## config.mk

```make
export PLATFORM = sky130hd
export DESIGN_NAME = simon_autoplayer_flat
export DESIGN_NICKNAME = d
export VERILOG_FILES = /design/src/rtl/simon_pkg.sv /design/src/rtl/simon_autoplayer_if.sv /design/src/rtl/simon_seq_mem.sv /design/src/rtl/simon_autoplayer.sv /design/src/flat_wrapper.sv
export SDC_FILE = /design/constraint.sdc
export NUM_CORES = 1
export LEC_CHECK = 0
export ABC_AREA = 1
export CORE_MARGIN = 2
export CORE_UTILIZATION = 60
export CTS_CLUSTER_DIAMETER = 100
export DETAILED_ROUTE_END_ITERATION = 7
export HOLD_SLACK_MARGIN = 0.12
export PLACE_DENSITY = 0.78
export SLEW_MARGIN = 10
export SYNTH_ARGS = -nofsm -noshare
export SYNTH_HDL_FRONTEND = slang
export SYNTH_HIERARCHICAL = 1
export SYNTH_SLANG_ARGS = --single-unit
export TNS_END_PERCENT = 30
```

## constraint.sdc

```tcl
create_clock -name clock -period 7.4 [get_ports clock]
set_input_delay 1.48 -clock clock [delete_from_list [all_inputs] [get_ports clock]]
set_output_delay 1.48 -clock clock [all_outputs]
set_load 0.02 [all_outputs]
```

## src/rtl/simon_pkg.sv

```systemverilog
// Shared types and defaults for the four-colour memory game autoplayer.
package simon_pkg;

    localparam int unsigned SIMON_DEPTH     = 32;
    localparam int unsigned SIMON_ADDR_W    = 5;
    localparam int unsigned SIMON_WD_CYCLES = 255;

    typedef enum logic [1:0] {
        RED    = 2'd0,
        GREEN  = 2'd1,
        YELLOW = 2'd2,
        BLUE   = 2'd3
    } colour_t;

    typedef enum logic [3:0] {
        IDLE,
        START,
        OBS_ON,
        OBS_OFF,
        KEY,
        ECHO_OFF,
        WON,
        LOST,
        FAULT
    } state_t;

    typedef struct packed {
        logic    invalid;
        colour_t colour;
    } led_decode_t;

    // Anything other than exactly one lit LED is flagged invalid.
    function automatic led_decode_t decode_led(input logic [3:0] leds);
        led_decode_t d;
        d.invalid = 1'b0;
        d.colour  = RED;
        unique case (leds)
            4'b0001: d.colour = RED;
            4'b0010: d.colour = GREEN;
            4'b0100: d.colour = YELLOW;
            4'b1000: d.colour = BLUE;
            default: d.invalid = 1'b1;
        endcase
        return d;
    endfunction

    function automatic logic [3:0] colour_onehot(input colour_t c);
        return 4'b0001 << c;
    endfunction

endpackage

```

## src/rtl/simon_autoplayer_if.sv

```systemverilog
// Game-facing bus: LED/loss indications from the game, start/key requests to it.
interface simon_autoplayer_if;
    logic [3:0] nl;
    logic       nloss;
    logic       start;
    logic [3:0] k;

    modport master (input nl, input nloss, output start, output k);
    modport slave  (output nl, output nloss, input start, input k);
endinterface

```

## src/rtl/simon_seq_mem.sv

```systemverilog
// Colour sequence store: one write port, one asynchronous read port.
module simon_seq_mem
    import simon_pkg::*;
#(
    parameter int unsigned DEPTH  = SIMON_DEPTH,
    parameter int unsigned ADDR_W = SIMON_ADDR_W
) (
    input  logic              clock,
    input  logic              we,
    input  logic [ADDR_W-1:0] waddr,
    input  colour_t           wdata,
    input  logic [ADDR_W-1:0] raddr,
    output colour_t           rdata
);

    colour_t mem [DEPTH];

    always_ff @(posedge clock) begin
        if (we) mem[waddr] <= wdata;
    end

    assign rdata = mem[raddr];

endmodule

```

## src/rtl/simon_autoplayer.sv

```systemverilog
// Self-playing opponent: watches LED playback, records it, replays it on the keys.
module simon_autoplayer
    import simon_pkg::*;
#(
    parameter int unsigned DEPTH     = SIMON_DEPTH,
    parameter int unsigned ADDR_W    = SIMON_ADDR_W,
    parameter int unsigned WD_CYCLES = SIMON_WD_CYCLES
) (
    input  logic                clock,
    input  logic                reset,
    input  logic                go,
    input  logic                inject_err,
    simon_autoplayer_if.master  game,
    output logic [ADDR_W:0]     round,
    output logic                busy,
    output logic                won,
    output logic                lost,
    output logic                fault
);

    localparam int unsigned CNT_W = ADDR_W + 1;
    localparam int unsigned WD_W  = $clog2(WD_CYCLES + 1);

    state_t            state, state_n;
    logic [CNT_W-1:0]  obs_cnt, obs_cnt_n;
    logic [CNT_W-1:0]  key_idx, key_idx_n;
    logic [CNT_W-1:0]  round_n;
    logic [WD_W-1:0]   wd_cnt, wd_cnt_n;
    logic              inj, inj_n;
    logic              start_n, busy_n, won_n, lost_n, fault_n;
    logic [3:0]        k_n;

    led_decode_t       led;
    colour_t           rd_colour, key_colour;
    logic              mem_we;
    logic [ADDR_W-1:0] mem_raddr;

    assign led = decode_led(game.nl);

    // Injection corrupts only the first key of the round it was latched for.
    assign key_colour = colour_t'(rd_colour + ((inj && key_idx == '0) ? 2'd1 : 2'd0));

    simon_seq_mem #(.DEPTH(DEPTH), .ADDR_W(ADDR_W)) u_mem (
        .clock (clock),
        .we    (mem_we),
        .waddr (ADDR_W'(obs_cnt)),
        .wdata (led.colour),
        .raddr (mem_raddr),
        .rdata (rd_colour)
    );

    always_ff @(posedge clock) begin
        if (reset) begin
            state      <= IDLE;
            obs_cnt    <= '0;
            key_idx    <= '0;
            wd_cnt     <= '0;
            inj        <= 1'b0;
            round      <= '0;
            busy       <= 1'b0;
            won        <= 1'b0;
            lost       <= 1'b0;
            fault      <= 1'b0;
            game.start <= 1'b0;
            game.k     <= '0;
        end else begin
            state      <= state_n;
            obs_cnt    <= obs_cnt_n;
            key_idx    <= key_idx_n;
            wd_cnt     <= wd_cnt_n;
            inj        <= inj_n;
            round      <= round_n;
            busy       <= busy_n;
            won        <= won_n;
            lost       <= lost_n;
            fault      <= fault_n;
            game.start <= start_n;
            game.k     <= k_n;
        end
    end

    always_comb begin
        state_n   = state;
        obs_cnt_n = obs_cnt;
        key_idx_n = key_idx;
        wd_cnt_n  = '0;
        inj_n     = inj;
        round_n   = round;
        won_n     = won;
        lost_n    = lost;
        fault_n   = fault;
        k_n       = '0;
        mem_we    = 1'b0;
        // Single read port: key replay in KEY, playback check everywhere else.
        mem_raddr = (state == KEY) ? ADDR_W'(key_idx) : ADDR_W'(obs_cnt);

        unique case (state)
            IDLE, WON, LOST, FAULT: begin
                if (go) state_n = START;
            end
            START: begin
                obs_cnt_n = '0;
                state_n   = OBS_ON;
            end
            OBS_ON: begin
                if (game.nloss) begin
                    state_n = LOST;
                end else if (game.nl != 4'b0000) begin
                    if (led.invalid) begin
                        state_n = FAULT;
                    end else if (obs_cnt < round) begin
                        state_n = (led.colour != rd_colour) ? FAULT : OBS_OFF;
                    end else begin
                        mem_we  = 1'b1;
                        state_n = OBS_OFF;
                    end
                end else if (wd_cnt == WD_W'(WD_CYCLES - 1)) begin
                    state_n = FAULT;
                end else begin
                    wd_cnt_n = wd_cnt + WD_W'(1);
                end
            end
            OBS_OFF: begin
                if (game.nloss) begin
                    state_n = LOST;
                end else if (game.nl != 4'b0000) begin
                    if (led.invalid) state_n = FAULT;
                end else begin
                    obs_cnt_n = obs_cnt + CNT_W'(1);
                    if (obs_cnt_n == round + CNT_W'(1)) begin
                        key_idx_n = '0;
                        inj_n     = inject_err;
                        state_n   = KEY;
                    end else begin
                        state_n = OBS_ON;
                    end
                end
            end
            KEY: begin
                if (game.nloss) begin
                    state_n = LOST;
                end else if (game.nl != 4'b0000) begin
                    state_n = (led.invalid || led.colour != key_colour) ? FAULT : ECHO_OFF;
                end else begin
                    k_n = colour_onehot(key_colour);
                end
            end
            ECHO_OFF: begin
                if (game.nloss) begin
                    state_n = LOST;
                end else if (game.nl != 4'b0000) begin
                    if (led.invalid) state_n = FAULT;
                end else if (key_idx == round) begin
                    round_n   = (round == CNT_W'(DEPTH)) ? round : round + CNT_W'(1);
                    obs_cnt_n = '0;
                    state_n   = (round_n == CNT_W'(DEPTH)) ? WON : OBS_ON;
                end else begin
                    key_idx_n = key_idx + CNT_W'(1);
                    state_n   = KEY;
                end
            end
            default: state_n = IDLE;
        endcase

        // Flags and pulses follow the state being entered so they register with it.
        if (state_n == START) begin
            round_n = '0;
            won_n   = 1'b0;
            lost_n  = 1'b0;
            fault_n = 1'b0;
        end
        if (state_n == WON)   won_n   = 1'b1;
        if (state_n == LOST)  lost_n  = 1'b1;
        if (state_n == FAULT) fault_n = 1'b1;
        start_n = (state_n == START);
        busy_n  = state_n inside {START, OBS_ON, OBS_OFF, KEY, ECHO_OFF};
    end

endmodule
```

## src/flat_wrapper.sv

```systemverilog
// flat-port wrapper written by rule: the top's interface ports become plain ports
module simon_autoplayer_flat import simon_pkg::*;
#(
    parameter int unsigned DEPTH     = SIMON_DEPTH,
    parameter int unsigned ADDR_W    = SIMON_ADDR_W,
    parameter int unsigned WD_CYCLES = SIMON_WD_CYCLES
)
  (clock, reset, go, inject_err, round, busy, won, lost, fault, game_nl, game_nloss, game_start, game_k);
  simon_autoplayer_if game_i ();
  input  logic clock;
  input  logic reset;
  input  logic go;
  input  logic inject_err;
  output logic [ADDR_W:0] round;
  output logic busy;
  output logic won;
  output logic lost;
  output logic fault;
  input wire logic [$bits(game_i.nl)-1:0] game_nl;
  input wire logic [$bits(game_i.nloss)-1:0] game_nloss;
  output wire logic [$bits(game_i.start)-1:0] game_start;
  output wire logic [$bits(game_i.k)-1:0] game_k;
  assign game_i.nl = game_nl;
  assign game_i.nloss = game_nloss;
  assign game_start = game_i.start;
  assign game_k = game_i.k;
  simon_autoplayer #(.DEPTH(DEPTH), .ADDR_W(ADDR_W), .WD_CYCLES(WD_CYCLES)) u_core (.clock(clock), .reset(reset), .go(go), .inject_err(inject_err), .game(game_i), .round(round), .busy(busy), .won(won), .lost(lost), .fault(fault));
endmodule
```

==> run summary <==
Worst vdd ir: 0.230 mV
Antenna Cells: 0
Post-CTS setup buffers: 0
Final ANT Viol Nets: 0
Total Power: 1.77 mW
Synth Cell Area: 5830 um^2
Dpl hpwl: 9730 um
Total I/O pin count: 24
Startpoint types: register
Top cells by area, synth: edfxtp_1 (33%), nand2_1 (14%), dfxtp_1 (14%)
CP most frequent cell: nand2_1
Final hold violation count: 0
Leak Pwr: 2.56 nW
Syn. warnings: 6
Synth async-reset ratio: 0
Clk slew on worst S/H paths: 0.10 ns
F_max: 238 MHz
Share of cells above drive strength 1: 0.0995
Worst EP required: 7.64 ns
Synthesized instance count: 730
RSZ-0062 raised after global routing: no
Status: finished clean
Slew @ Worst Pin: 0.883 ns
Die Span Y: 103 um
Cell Pwr Density: 282 nW/um^2
Worst setup path class: register to register
CP max-delay cell: nor2_2
Setup violators final: 0
Post-synth top area share: 0.330
Hold Path Class: register to register
Final #Nets: 772
Critical-path maximum fanout: 33
Yosys top cell by area: edfxtp_1
CTS buffer count: 9
CTS tree: done
Most frequent cells in the layout: nand2_1 (219), nand3_1 (93), nor2_1 (80)
DR vias: 4,967
Layout area overhead: 7.60%
Die Span X: 103 um
Number of port buffers: 23
Global-route wire length before repair: 21,400 um
Post-Route WL: 13,300 um
Yosys reg bits: 104
Post-synth EDFFs: 64
Die footprint: 10,500 um^2
Cts hold-fix bufs: 0
Row count: 35
Residual DRC count: 0
CTS sink cnt: 104
Final design utilization: 0.672
Worst relative slew slack: 0.411
GRT overflow: 0
Root Buffer: clkbuf_8
Initial Utilization: 0.625
Mapped Nets: 753
Final Cycle Share: 0.569
H-tree Lvls: 3
Synth unique cells: 43
Core area: 9330 um^2
Gr usage total: 0.264
Syn_area_per_cell: 7.99 um^2
Via density: 5.63
Max Slew Vio Count: 0
Clk_skew: 0.0115 ns
Wire per inst: 15.0 um
Crit path largest cell delay: 0.52 ns
Max-capacitance violation count: 0
Starting DRT DRC Count: 300
Post-CTS sizing: 0
Ys flop type: edfxtp_1
Clock Tree Buf Depth: 2
Initial antenna violation count: 0
Vias in the first global route: 4,610
Most common cell after layout, fill and taps aside: nand2_1
GP Congestion: 0.938
Worst-skew pair later-pin latency: 0.37 ns
Critical Path End Type: register
Largest net degree at the start of global routing: 34
CP Data Arrival Time: 4.45 ns
Min cycle time layout: 4.21 ns
Part of the Yosys area used for sequential elements: 0.467
Setup TNS: 0 ns
Drt first pass iters: 5
## per-layer routing
layer | wire [um] | vias to the layer above | GRT usage
met3 | 832 | 27 | 0.0441
li1 | - | 2456 | -
met4 | 327 | 0 | 0.0933
met5 | 0 | - | 0
met2 | 6680 | 187 | 0.475
met1 | 5420 | 2297 | 0.320
## state kept, by name, indices dropped and copies added (netlist names)
name / flops
u_core/won: 1
u_core/fault: 1
u_core/game.start: 1
u_core/key_idx: 6
u_core/lost: 1
u_core/state: 4
u_core/round: 6
u_core/wd_cnt: 8
u_core/game.k: 4
u_core/busy: 1
u_core/inj: 1
u_core/u_mem/mem: 64
u_core/obs_cnt: 6
## stage by stage
step	setup slack, ns	hold WS [ns]	instances	instance area [um^2]
detailed placement	3.15	0.446	867	6090
floorplan	4.21	0.430	730	5830
CTS	3.24	0.464	883	6270
finish	3.19	0.463	883	6270
global route	2.78	0.487	883	6270
global placement	3.27	0.442	867	6090
## kinds of logic after synthesis
family	count (synthesis)	synth area share
AOI/OAI and AO/OA	62	0.0713
xor gates and xnor gates	8	0.0120
adders and majority gates	14	0.0300
buffers and inverters	90	0.0747
DFF	104	0.467
and+or+nand+nor	452	0.345
## power by group
part           internal, mW  switching [mW]  leakage, nW
Clock                 0.131           0.211       0.0956
Combinational         0.231           0.508         1.55
Sequential            0.641          0.0445        0.912
Total                  1.00           0.764         2.56
## cell type report
cell class,instances,area (um^2)
clock buffers,10,128
fillers,795,3060
well taps,129,161
multi-input cells,536,2680
flip-flops and latches,104,2720
clock inverters,6,55.1
inverters,72,278
repair buffers,26,253
## Yosys cell counts (8+ instances only)
master,number
a21oi_1,24
buf_6,8
dfxtp_1,40
edfxtp_1,64
ha_1,14
inv_1,66
nand2_1,219
nand2_2,16
nand3_1,93
nand4_1,16
nor2_1,80
nor2_2,8
o21ai_0,10
## worst max-delay path: cells and delay by family, from the launching register on
family	cells	cell delay [ns]
AOI/OAI and AO/OA	3	0.29
buffers and inverters	6	0.92
adders and majority gates	1	0.23
DFF	1	0.36
and+or+nand+nor	20	2.23
## worst paths after layout
path                                      start           to  slack, ns  cells past startpoint
worst max-delay path            u_core/state[3]  u_core/busy       3.19                     30
worst max register to register  u_core/state[3]  u_core/busy       3.19                     30
worst min register to register       u_core/won   u_core/won       0.46                      2
worst min-delay path                 u_core/won   u_core/won       0.46                      2
No activity file was read; power rests on OpenSTA's default activity.
